`config.mk`:
```
export PLATFORM = sky130hd
export DESIGN_NAME = lifo_access_arbiter
export DESIGN_NICKNAME = d
export VERILOG_FILES = /design/src/rtl/lifo_access_arbiter.sv
export SDC_FILE = /design/constraint.sdc
export NUM_CORES = 1
export LEC_CHECK = 0
export ABC_CLOCK_PERIOD_IN_PS = 2700
export CORE_MARGIN = 2
export CORE_UTILIZATION = 44
export DETAILED_ROUTE_END_ITERATION = 10
export GPL_ROUTABILITY_DRIVEN = 0
export PLACE_DENSITY = 0.86
export SYNTH_ARGS = -nofsm -noshare
export SYNTH_HDL_FRONTEND = slang
export SYNTH_SLANG_ARGS = --single-unit
export TNS_END_PERCENT = 100
```
`constraint.sdc`:
```
create_clock -name clk -period 2.7 [get_ports clk]
set_input_delay 0.54 -clock clk [delete_from_list [all_inputs] [get_ports clk]]
set_output_delay 0.54 -clock clk [all_outputs]
set_load 0.01 [all_outputs]
```
`src/rtl/lifo_access_arbiter.sv`:
```
// lifo_access_arbiter
//   Arbitrates two requesters onto a single LIFO stack. Each granted request
//   becomes exactly one push or pop on the LIFO. The requester receives a
//   one-cycle ack. The ack carries pop data, or an error flag when the
//   request was a push while full or a pop while empty.
//   Grants alternate round-robin when both clients request. Client 0 wins
//   first after reset. This block is the only driver of the LIFO strobes and
//   data_in.
//
// Parameters
//   DW      data width (LIFO word)
//   PW      width of the LIFO pointer input
//   RD_LAT  cycles from lifo_rd until lifo_dout is valid (1..7)
//
// Ports
//   clk, rst_n            clock (rising edge), async active-low reset
//   req0/req1             client requests, held until ack
//   op0/op1               1 = push, 0 = pop
//   wdata0/wdata1         push data
//   ack0/ack1             one-cycle completion pulses
//   rsp_err, rsp_data     response qualifiers, valid with ack
//   lifo_wr, lifo_rd      one-cycle LIFO strobes
//   lifo_din              LIFO data_in
//   lifo_dout             LIFO data_out
//   lifo_full, lifo_empty LIFO status flags
//   lifo_ptr              LIFO pointer (statistics only)
//   busy                  high whenever the FSM is not idle
//
// Optional feature (macro LIFO_ARB_STATS_EN)
//   Adds the outputs stat_push, stat_pop and stat_err. These are saturating
//   16-bit counters. It also adds stat_max_ptr, the high-water mark of
//   lifo_ptr.

module lifo_access_arbiter #(
  parameter int unsigned DW     = 32,
  parameter int unsigned PW     = 10,
  parameter int unsigned RD_LAT = 1
) (
  input  logic          clk,
  input  logic          rst_n,
  input  logic          req0,
  input  logic          req1,
  input  logic          op0,
  input  logic          op1,
  input  logic [DW-1:0] wdata0,
  input  logic [DW-1:0] wdata1,
  output logic          ack0,
  output logic          ack1,
  output logic          rsp_err,
  output logic [DW-1:0] rsp_data,
  output logic          lifo_wr,
  output logic          lifo_rd,
  output logic [DW-1:0] lifo_din,
  input  logic [DW-1:0] lifo_dout,
  input  logic          lifo_full,
  input  logic          lifo_empty,
  input  logic [PW-1:0] lifo_ptr,
  output logic          busy
`ifdef LIFO_ARB_STATS_EN
  ,
  output logic [15:0]   stat_push,
  output logic [15:0]   stat_pop,
  output logic [15:0]   stat_err,
  output logic [PW-1:0] stat_max_ptr
`endif
);

  typedef enum logic [1:0] {
    IDLE  = 2'd0,
    ISSUE = 2'd1,
    WAIT  = 2'd2,
    RESP  = 2'd3
  } state_t;

  localparam logic [2:0] LAT_LAST = 3'(RD_LAT - 1);

  state_t     state;
  logic       gnt;         // client owning the current transaction
  logic       last_grant;  // client served most recently
  logic       op_q;        // latched operation, 1 = push
  logic       err_q;       // latched legality verdict
  logic [2:0] wait_cnt;

  // Arbitration: a lone requester wins outright; on a tie the client
  // that was not served last wins.
  logic          grant_c;
  logic          sel_op;
  logic [DW-1:0] sel_wdata;

  always_comb begin
    grant_c = ~last_grant;
    if (req0 && !req1) begin
      grant_c = 1'b0;
    end else if (req1 && !req0) begin
      grant_c = 1'b1;
    end
  end

  assign sel_op    = grant_c ? op1    : op0;
  assign sel_wdata = grant_c ? wdata1 : wdata0;

  // The strobes and lifo_din are registered. They are therefore loaded on
  // the transition into ISSUE, and are high exactly for the ISSUE cycle.
  // The full/empty flags are sampled on that same edge. The flags cannot
  // change in between, because nothing else drives the LIFO.
  always_ff @(posedge clk or negedge rst_n) begin
    if (!rst_n) begin
      state      <= IDLE;
      gnt        <= 1'b0;
      last_grant <= 1'b1;
      op_q       <= 1'b0;
      err_q      <= 1'b0;
      wait_cnt   <= '0;
      ack0       <= 1'b0;
      ack1       <= 1'b0;
      rsp_err    <= 1'b0;
      rsp_data   <= '0;
      lifo_wr    <= 1'b0;
      lifo_rd    <= 1'b0;
      lifo_din   <= '0;
      busy       <= 1'b0;
    end else begin
      case (state)
        IDLE: begin
          if (req0 || req1) begin
            gnt   <= grant_c;
            op_q  <= sel_op;
            busy  <= 1'b1;
            state <= ISSUE;
            if (sel_op) begin
              err_q    <= lifo_full;
              lifo_wr  <= ~lifo_full;
              lifo_din <= lifo_full ? '0 : sel_wdata;
            end else begin
              err_q    <= lifo_empty;
              lifo_rd  <= ~lifo_empty;
            end
          end
        end

        ISSUE: begin
          lifo_wr  <= 1'b0;
          lifo_rd  <= 1'b0;
          lifo_din <= '0;
          wait_cnt <= '0;
          if (!op_q && !err_q) begin
            state <= WAIT;
          end else begin
            ack0    <= ~gnt;
            ack1    <= gnt;
            rsp_err <= err_q;
            state   <= RESP;
          end
        end

        WAIT: begin
          if (wait_cnt == LAT_LAST) begin
            rsp_data <= lifo_dout;
            ack0     <= ~gnt;
            ack1     <= gnt;
            state    <= RESP;
          end else begin
            wait_cnt <= wait_cnt + 3'd1;
          end
        end

        RESP: begin
          ack0       <= 1'b0;
          ack1       <= 1'b0;
          rsp_err    <= 1'b0;
          rsp_data   <= '0;
          busy       <= 1'b0;
          last_grant <= gnt;
          state      <= IDLE;
        end

        default: state <= IDLE;
      endcase
    end
  end

`ifdef LIFO_ARB_STATS_EN
  always_ff @(posedge clk or negedge rst_n) begin
    if (!rst_n) begin
      stat_push    <= '0;
      stat_pop     <= '0;
      stat_err     <= '0;
      stat_max_ptr <= '0;
    end else begin
      if (lifo_wr && stat_push != 16'hFFFF) begin
        stat_push <= stat_push + 16'd1;
      end
      if (lifo_rd && stat_pop != 16'hFFFF) begin
        stat_pop <= stat_pop + 16'd1;
      end
      if (state == ISSUE && err_q && stat_err != 16'hFFFF) begin
        stat_err <= stat_err + 16'd1;
      end
      if (lifo_ptr > stat_max_ptr) begin
        stat_max_ptr <= lifo_ptr;
      end
    end
  end
`else
  logic unused_ptr;
  assign unused_ptr = ^lifo_ptr;
`endif

endmodule

```
# [Word-level counts from Yosys, hierarchy flattened]
# Index checks and enable logic that the tools add are counted.
[totals] elab_cells=86 inputBits=114 ff_bits=79 out_inout_bits=70
[classes] add_sub_neg=1 reduce_logical=25 n_bitwise=4 n_mux=33 n_eq_ne=9
[op_table] operator="$mux 32" n=5
[op_table] operator="$pmux 32 s2" n=2
[op_table] operator="$mux 1" n=15
[op_table] operator="$ne 2x2->1 const B" n=6
[op_table] operator="$reduce_and 2->1" n=6
[op_table] operator="$reduce_bool 2->1" n=5
[op_table] operator="$reduce_and 3->1" n=3
[op_table] operator="$pmux 1 s2" n=4
[op_table] operator="$pmux 2 s4" n=1
[op_table] operator="$pmux 1 s3" n=2
[op_table] operator="$pmux 3 s2" n=1
[op_table] operator="$eq 2x2->1 const B" n=2
[op_table] operator="$logic_not 1->1" n=4
[op_table] operator="$mux 2" n=2
[op_table] operator="$not 1->1" n=4
[op_table] operator="$add 3x1->3 const B" n=1
[op_table] operator="$logic_and 1x1->1" n=3
[op_table] operator="$logic_not 3->1" n=1
[op_table] operator="$mux 3" n=1
[op_table] operator="$reduce_bool 3->1" n=1
[op_table] operator="$eq 2x1->1 const B" n=1
[op_table] operator="$logic_not 2->1" n=1
[op_table] operator="$logic_or 1x1->1" n=1

# [Longest topological paths before layout]
# Gate-level depths: netlist of run 1.
[logic_depth] ltp_word=9 mapped_depth=8 depth_no_buf=6

# [Worst setup path after synthesis of run 1]
# Ideal clock, no wire load.
[synth_timing] kind="flip-flop to flip-flop" start="reg state[0]" end="reg ack0" path_stages_with_launch=6 setup_ns=0.125 required_ns=2.575 path_slack_ns=1.087 period_less_slack_ns=1.613 path_buffers=0 arrival_time_ns=1.488 cell_sequence="dfrtp_1 > inv_1 > ha_1 > and2_1 > nor3_1 > mux2_2"
[synth_between] elab_chain_cells=3 elab_cells_between_ends=8 cone_classes="eq/ne: 5; mux: 1; reduce/logical: 2"
[synth_lines] item="start: declaration" line_no="77" rtl="state_t state;"
[synth_lines] item="start signal: assignment" line_no="108" rtl="state <= IDLE;"
[synth_lines] item="start signal: assignment" line_no="129" rtl="state <= ISSUE;"
[synth_lines] item="start signal: assignment" line_no="147" rtl="state <= WAIT;"
[synth_lines] item="$eq 2x2->1 / $eq 2x1->1 (equally long branches)" line_no="123" rtl="case (state)"
[synth_lines] item="$ne 2x2->1 (no line) / $reduce_bool 3->1 (equally long branches)"
[synth_lines] item="$reduce_and 3->1 (no line)"
[synth_lines] item="end signal: assignment" line_no="149" rtl="ack0 <= ~gnt;"
[synth_lines] item="end signal: assignment" line_no="159" rtl="ack0 <= ~gnt;"
[synth_lines] item="end: declaration" line_no="47" rtl="output logic ack0,"
# Parallel ways exist; a longest one is shown, timed or not.
# A chain may end at the register's enable or synchronous reset.

# [Final worst setup path of run 1]
[layout_timing] start="reg state[0]" end="reg lifo_din[13]"
[layout_between] elab_chain_cells=3 elab_cells_between_ends=7 cone_classes="eq/ne: 3; mux: 1; reduce/logical: 3"
[layout_lines] item="$eq 2x1->1 / $logic_not 2->1 (equally long branches)" line_no="123"
[layout_lines] item="$reduce_bool 2->1 (no line) / $ne 2x2->1 (equally long branches)"
[layout_lines] item="$reduce_and 3->1 (no line)"
[layout_lines] item="end signal: assignment" line_no="133" rtl="lifo_din <= lifo_full ? '0 : sel_wdata;"
[layout_lines] item="end: declaration" line_no="53" rtl="output logic [DW-1:0] lifo_din,"
# Parallel ways exist; a longest one is shown, timed or not.

==> metrics.md, run 1 <==
| Metric | Value |
|---|---|
| Status | `complete, no violations` |
| Max_cap viols | `0` |
| Drt pass-1 iters | `4` |
| Kind of cell adding the most delay to the critical path | `simple AND/OR/NAND/NOR gates` |
| Avg Cell Area, Syn | `10.1 µm²` |
| Max-slew violation count | `0` |
| Critical path arrival | `2530 ps` |
| DR WL/cell | `15.1 µm` |
| Post-DP HPWL | `7090 µm` |
| Pleak | `2.47 nW` |
| Syn_nets | `491` |
| DRT Wirelength | `9740 µm` |
| Hold WC Path Type | `primary input to async pin` |
| Critical Path Fanout Max | `34` |
| Slew HR | `0.218` |
| #FFs+latches synth | `79` |
| # IOs | `184` |
| Fmax | `0.439 GHz` |
| Vias per cell | `5.11` |
| Clk buf depth | `2` |
| Hold_buf cts | `0` |
| Worst Path Buf+Inv | `1` |
| CP max stage cell | `nor2_2` |
| Sinks on Clock Net | `79` |
| Crit path required time | `2950 ps` |
| Final hold vios | `0` |
| Final Critical Period | `2280 ps` |
| Root buffer cell | `clkbuf_8` |
| Cts repair resizes | `0` |
| RSZ-0062 raised after global routing | `false` |
| Share of cells above drive strength 1 | `0.0630` |
| Total power | `5.27 mW` |
| Clock Latency Late Sink | `330 ps` |
| Fill cells | `634` |
| N_diodes | `0` |
| Core ar. | `0.00822 mm²` |
| CTS tree | `done` |
| Syn Std Cell Area | `0.00374 mm²` |
| Initial antenna violation count | `0` |
| Residual DRC | `0` |
| Layout Skew | `10.2 ps` |
| PortBufs | `173` |
| Die Area | `0.00924 mm²` |
| First-pass GRT wire length | `15000 µm` |
| Worst-path clk slew | `80 ps` |
| Post-synth ARST share | `1.00` |
| Nets | `656` |
| Synth warnings | `0` |
| Crit path cell chain | `inv_1 > ha_1 > nor2_2 > o21ai_0 > o21ai_1` |
| TritonCTS buffer count | `9` |
| Initial core utilization | `0.455` |
| Final worst path period share | `0.843` |
| Setup Buffers After CTS | `0` |
| Initial DRC Count | `124` |
| Worst-Margin Slew | `1170 ps` |
| Area growth syn-to-layout | `51.5%` |
| Synth unique cells | `37` |
| Total Routing Usage GR | `0.209` |
| Die W | `96.1 µm` |
| EDFF count, synth | `0` |
| Number of global-route vias before repair | `3214` |
| Global route overflow | `0` |
| Crit Path Category | `flip-flop to flip-flop` |
| Hold WS | `218 ps` |
| Synth Flop Type | `dfrtp_1` |
| Worst VDD drop | `0.523 mV` |
| Sequential area share after synthesis | `0.529` |
| Final setup TNS | `0 ps` |
| Vias post-DR | `3298` |
| Most common cell after layout, fill and taps aside | `clkdlybuf4s50_1` |
| Std-Cell Rows | `33` |
| H-tree depth | `3` |
| Startpoint Class | `flip-flop` |
| Die Y-Extent | `96.1 µm` |
| Cells after Synth | `370` |
| Leading cell types in the layout, fill and taps excluded | `clkdlybuf4s50_1, dfrtp_1, nand2_1` |
| CP endpoint kind | `flip-flop` |
| CP peak stage delay | `930 ps` |
| Final setup viols | `0` |
| PwrDens | `932 mW/mm²` |
| Antenna viol nets, final | `0` |
| Largest net degree at the start of global routing | `80` |
[layer usage]
metal / GRT usage / vias to the layer above / wire length [µm]
li1: - / 1602 / -
met1: 0.261 / 1551 / 3920
met2: 0.340 / 138 / 4490
met3: 0.0799 / 7 / 1240
met4: 0.0583 / 0 / 91
met5: 0 / - / 0
[cells in the mapped netlist (6+ instances only)]
cell type,n,area (µm²)
buf_6,7,78.8
clkbuf_1,10,37.5
dfrtp_1,78,1950
ha_1,7,87.6
inv_1,9,33.8
mux2_2,6,67.6
mux2i_1,33,330
nand2_1,74,278
nor2_1,12,45.0
o21ai_0,66,330
o21ai_1,34,170
[cells by family after synthesis]
group / synth area share
compound gates: 0.174
buf+inv: 0.0519
fa+ha+maj: 0.0234
mux: 0.106
simple gates: 0.114
flops: 0.529
[layout make-up]
class                           count  area, µm²  share of cell area
Tap cell                          105        131              0.0232
Multi-Input combinational cell    259       1570               0.277
Clock buffer                       11        131              0.0232
Sequential cell                    79       1980               0.349
Clock inverter                      5       35.0             0.00619
Timing Repair Buffer              177       1780               0.315
Inverter                            9       33.8             0.00597
[where the power goes]
group / switching (mW) / internal, mW / leakage [nW] / total, mW
clock network: 0.423 / 0.333 / 0.0716 / 0.756
registers: 0.260 / 1.63 / 1.03 / 1.89
logic: 1.34 / 1.28 / 1.37 / 2.62
[final timing paths]
| check | start | to | slack (ps) | cells after the start |
|---|---|---|---|---|
| worst min register to register | rsp_data[22]$_DFFE_PN0P_ | rsp_data[22]$_DFFE_PN0P_ | 480 | 2 |
| max in group asynchronous | rst_n | last_grant$_DFFE_PN1P_ | 2140 | 2 |
| min in group clk | rsp_data[22]$_DFFE_PN0P_ | rsp_data[22]$_DFFE_PN0P_ | 480 | 2 |
| worst max register to register | state[0]$_DFFE_PN0P_ | lifo_din[13]$_DFFE_PN0P_ | 420 | 5 |
| worst max-delay path | state[0]$_DFFE_PN0P_ | lifo_din[13]$_DFFE_PN0P_ | 420 | 5 |
| worst min-delay path | rst_n | lifo_din[28]$_DFFE_PN0P_ | 220 | 2 |
[sequential cells by signal (all words and copies together) (netlist names), 2 cells and up]
signal / flops
wait_cnt: 3
state: 2
rsp_data: 32
lifo_din: 32
[through the flow]
step,util,instances,setup slack (ps),area [µm²]
4_1_cts,0.689,645,435,5660
3_3_place_gp,0.669,629,454,5490
2_1_floorplan,-,370,1090,3740
3_5_place_dp,0.669,629,381,5490
5_1_grt,0.689,645,194,5660
6_report,0.689,645,423,5660
[worst reg2reg max path, stage by stage, from the launching register on]
cell     delay (ps)
dfrtp_1         440
inv_1           110
ha_1            350
nor2_2          940
o21ai_0         220
o21ai_1         140
Note: power is estimated with default switching activity, not from simulation.
==> run 2, diff against run 1 <==
--- a/config.mk
+++ b/config.mk
@@ -5,12 +5,12 @@
 export SDC_FILE = /design/constraint.sdc
 export NUM_CORES = 1
 export LEC_CHECK = 0
-export ABC_CLOCK_PERIOD_IN_PS = 2700
+export ABC_CLOCK_PERIOD_IN_PS = 2300
 export CORE_MARGIN = 2
-export CORE_UTILIZATION = 44
+export CORE_UTILIZATION = 41
 export DETAILED_ROUTE_END_ITERATION = 10
 export GPL_ROUTABILITY_DRIVEN = 0
-export PLACE_DENSITY = 0.86
+export PLACE_DENSITY = 0.81
 export SYNTH_ARGS = -nofsm -noshare
 export SYNTH_HDL_FRONTEND = slang
 export SYNTH_SLANG_ARGS = --single-unit
==> constraint.sdc (replaced) <==
create_clock -name clk -period 2.3 [get_ports clk]
set_input_delay 0.46 -clock clk [delete_from_list [all_inputs] [get_ports clk]]
set_output_delay 0.46 -clock clk [all_outputs]
set_load 0.01 [all_outputs]
==> metrics.md, run 2 (synthesis results as in run 1) <==
| Metric | Value |
|---|---|
| DR WL/cell | `15.2 µm (+0.73%)` |
| Pleak | `2.55 nW (+3.1%)` |
| Pre-CTS setup slack | `85.9 ps (-295 ps)` |
| DRT Wirelength | `9920 µm (+1.8%)` |
| First-pass GRT wire length | `15800 µm (+4.9%)` |
| PortBufs | `173 (unchanged)` |
| N_diodes | `0 (unchanged)` |
| Final hold vios | `0 (unchanged)` |
| CP endpoint kind | `flip-flop` |
| Total Routing Usage GR | `0.198 (-0.0113)` |
| H-tree depth | `3 (unchanged)` |
| Clock Latency Late Sink | `330 ps (about the same)` |
| Final worst path period share | `0.806` |
| Clk buf depth | `2 (unchanged)` |
| Layout Skew | `11.0 ps (+0.750 ps)` |
| Worst Setup SP | `req0` |
| PwrDens | `1130 mW/mm² (+21%)` |
| Initial core utilization | `0.426 (-0.0284)` |
| # IOs | `184 (unchanged)` |
| Worst VDD drop | `0.609 mV (+16%)` |
| Std-Cell Rows | `34 (+3.0%)` |
| Crit Path Category | `primary input to flip-flop` |
| CTS tree | `done` |
| Setup slack after layout | `446 ps (+22.9 ps)` |
| Hold WC Path Type | `primary input to async pin` |
| Crit path required time | `2550 ps (-400 ps)` |
| Largest net degree at the start of global routing | `65 (-19%)` |
| Final Critical Period | `1850 ps` |
| Worst-Margin Slew | `696 ps (-476 ps)` |
| Critical Path Fanout Max | `33 (-2.9%)` |
| Vias post-DR | `3307 (+0.27%)` |
| Drt pass-1 iters | `6 (+2)` |
| Nets | `661 (+0.76%)` |
| Die W | `99.5 µm (+3.4%)` |
| Core ar. | `0.00876 mm² (+6.7%)` |
| Initial DRC Count | `96 (-23%)` |
| Vias per cell | `5.07 (-0.80%)` |
| Hold WS | `80.0 ps (-139 ps)` |
| Setup Buffers After CTS | `0 (unchanged)` |
| RR Startpoint | `state[1]$_DFFE_PN0P_` |
| Register-to-register setup slack | `450 ps (+20 ps)` |
| R2R depth | `8 (+3)` |
| RR Endpoint | `lifo_din[18]$_DFFE_PN0P_` |
| Sinks on Clock Net | `79 (unchanged)` |
| Share of cells above drive strength 1 | `0.0717 (+0.00873)` |
| Leading cell types in the layout, fill and taps excluded | `clkdlybuf4s50_1, dfrtp_1, nand2_1` |
| Max-slew violation count | `0 (unchanged)` |
| Max_cap viols | `0 (unchanged)` |
| Post-DP HPWL | `7390 µm (+4.2%)` |
| Initial antenna violation count | `0 (unchanged)` |
| Final setup viols | `0 (unchanged)` |
| Status | `complete, no violations` |
| Die Area | `0.00989 mm² (+7.0%)` |
| Antenna viol nets, final | `0 (unchanged)` |
| Worst-path clk slew | `80 ps (about the same)` |
| Critical path arrival | `2100 ps (-430 ps)` |
| Global route overflow | `0 (unchanged)` |
| Residual DRC | `0 (unchanged)` |
| Biggest regs | `lifo_din: 32 flops, rsp_data: 32 flops, wait_cnt: 3 flops` |
| Slew HR | `0.535 (+0.317)` |
| Final setup TNS | `0 ps (unchanged)` |
| Fill cells | `712 (+12%)` |
| Number of global-route vias before repair | `3279 (+2.0%)` |
| Die Y-Extent | `99.5 µm (+3.4%)` |
| Root buffer cell | `clkbuf_8` |
| TritonCTS buffer count | `9 (unchanged)` |
| RSZ-0062 raised after global routing | `false` |
| Area growth syn-to-layout | `54.7%` |
| Fmax | `0.539 GHz` |
| Startpoint Class | `primary input` |
| Most common cell after layout, fill and taps aside | `clkdlybuf4s50_1` |
run 2: cell count changes in the layout (fill, tap and decap cells not counted), sizes merged:
cell and change:
buf +5, bufinv +2, clkinv +1, clkinvlp -4
run 2: metrics by stage:
step	power (mW)	util	instance area, µm²	cells
5_1_grt	6.97	0.660	5780	652
4_1_cts	6.55	0.659	5770	652
3_3_place_gp	5.31	0.634	5560	637
6_report	6.51	0.660	5780	652
3_5_place_dp	5.42	0.634	5560	637
2_1_floorplan	3.94	-	3740	370
run 2: worst max path at each step:
| stage | endpoint | slack [ps] | cells after the start |
|---|---|---|---|
| 3_3_place_gp | lifo_din[5]$_DFFE_PN0P_ | 160 | 7 |
| 4_1_cts | rsp_data[18]$_DFFE_PN0P_ | 200 | 4 |
| 3_5_place_dp | lifo_din[18]$_DFFE_PN0P_ | 90 | 7 |
| 5_1_grt | lifo_din[10]$_DFFE_PN0P_ | 310 | 8 |
| 2_1_floorplan | ack0$_DFFE_PN0P_ | 690 | 5 |
| 6_report | lifo_din[18]$_DFFE_PN0P_ | 450 | 7 |
run 2: power by group:
| group | internal, mW | total [mW] | leakage (nW) | switching (mW) |
|---|---|---|---|---|
| Sequential | 1.92 | 2.22 | 1.03 | 0.299 |
| Clock | 0.633 | 1.11 | 0.109 | 0.480 |
| Combinational | 1.57 | 3.18 | 1.41 | 1.61 |
run 2: cell type report:
cell class / count / area, µm² / share of cell area
repair buffers: 182 / 1850 / 0.319
clock inverters: 4 / 70.1 / 0.0121
inverters: 9 / 33.8 / 0.00584
flip-flops and latches: 79 / 1980 / 0.342
clock buffers: 11 / 141 / 0.0245
well taps: 108 / 135 / 0.0234
multi-input cells: 259 / 1580 / 0.273
run 2: routing by layer:
layer,global-route usage,share of wire,vias up
met5,0,0,-
met4,0.0506,0.0081,0
met3,0.0661,0.11,8
met2,0.336,0.46,149
met1,0.245,0.42,1548
li1,-,-,1602
run 2: repair_timing:
action | 4_1_cts | 5_1_grt
gates resized for setup | 0 | 2
hold buffers | 0 | 0
setup endpoints to repair | 0 | 19
run 2: critical path, cell delays in order:
cell	delay (ps)
clkdlybuf4s50_1	640
a21boi_4	120
buf_4	160
a221oi_4	260
buf_12	210
o21ai_0	110
o21ai_1	120
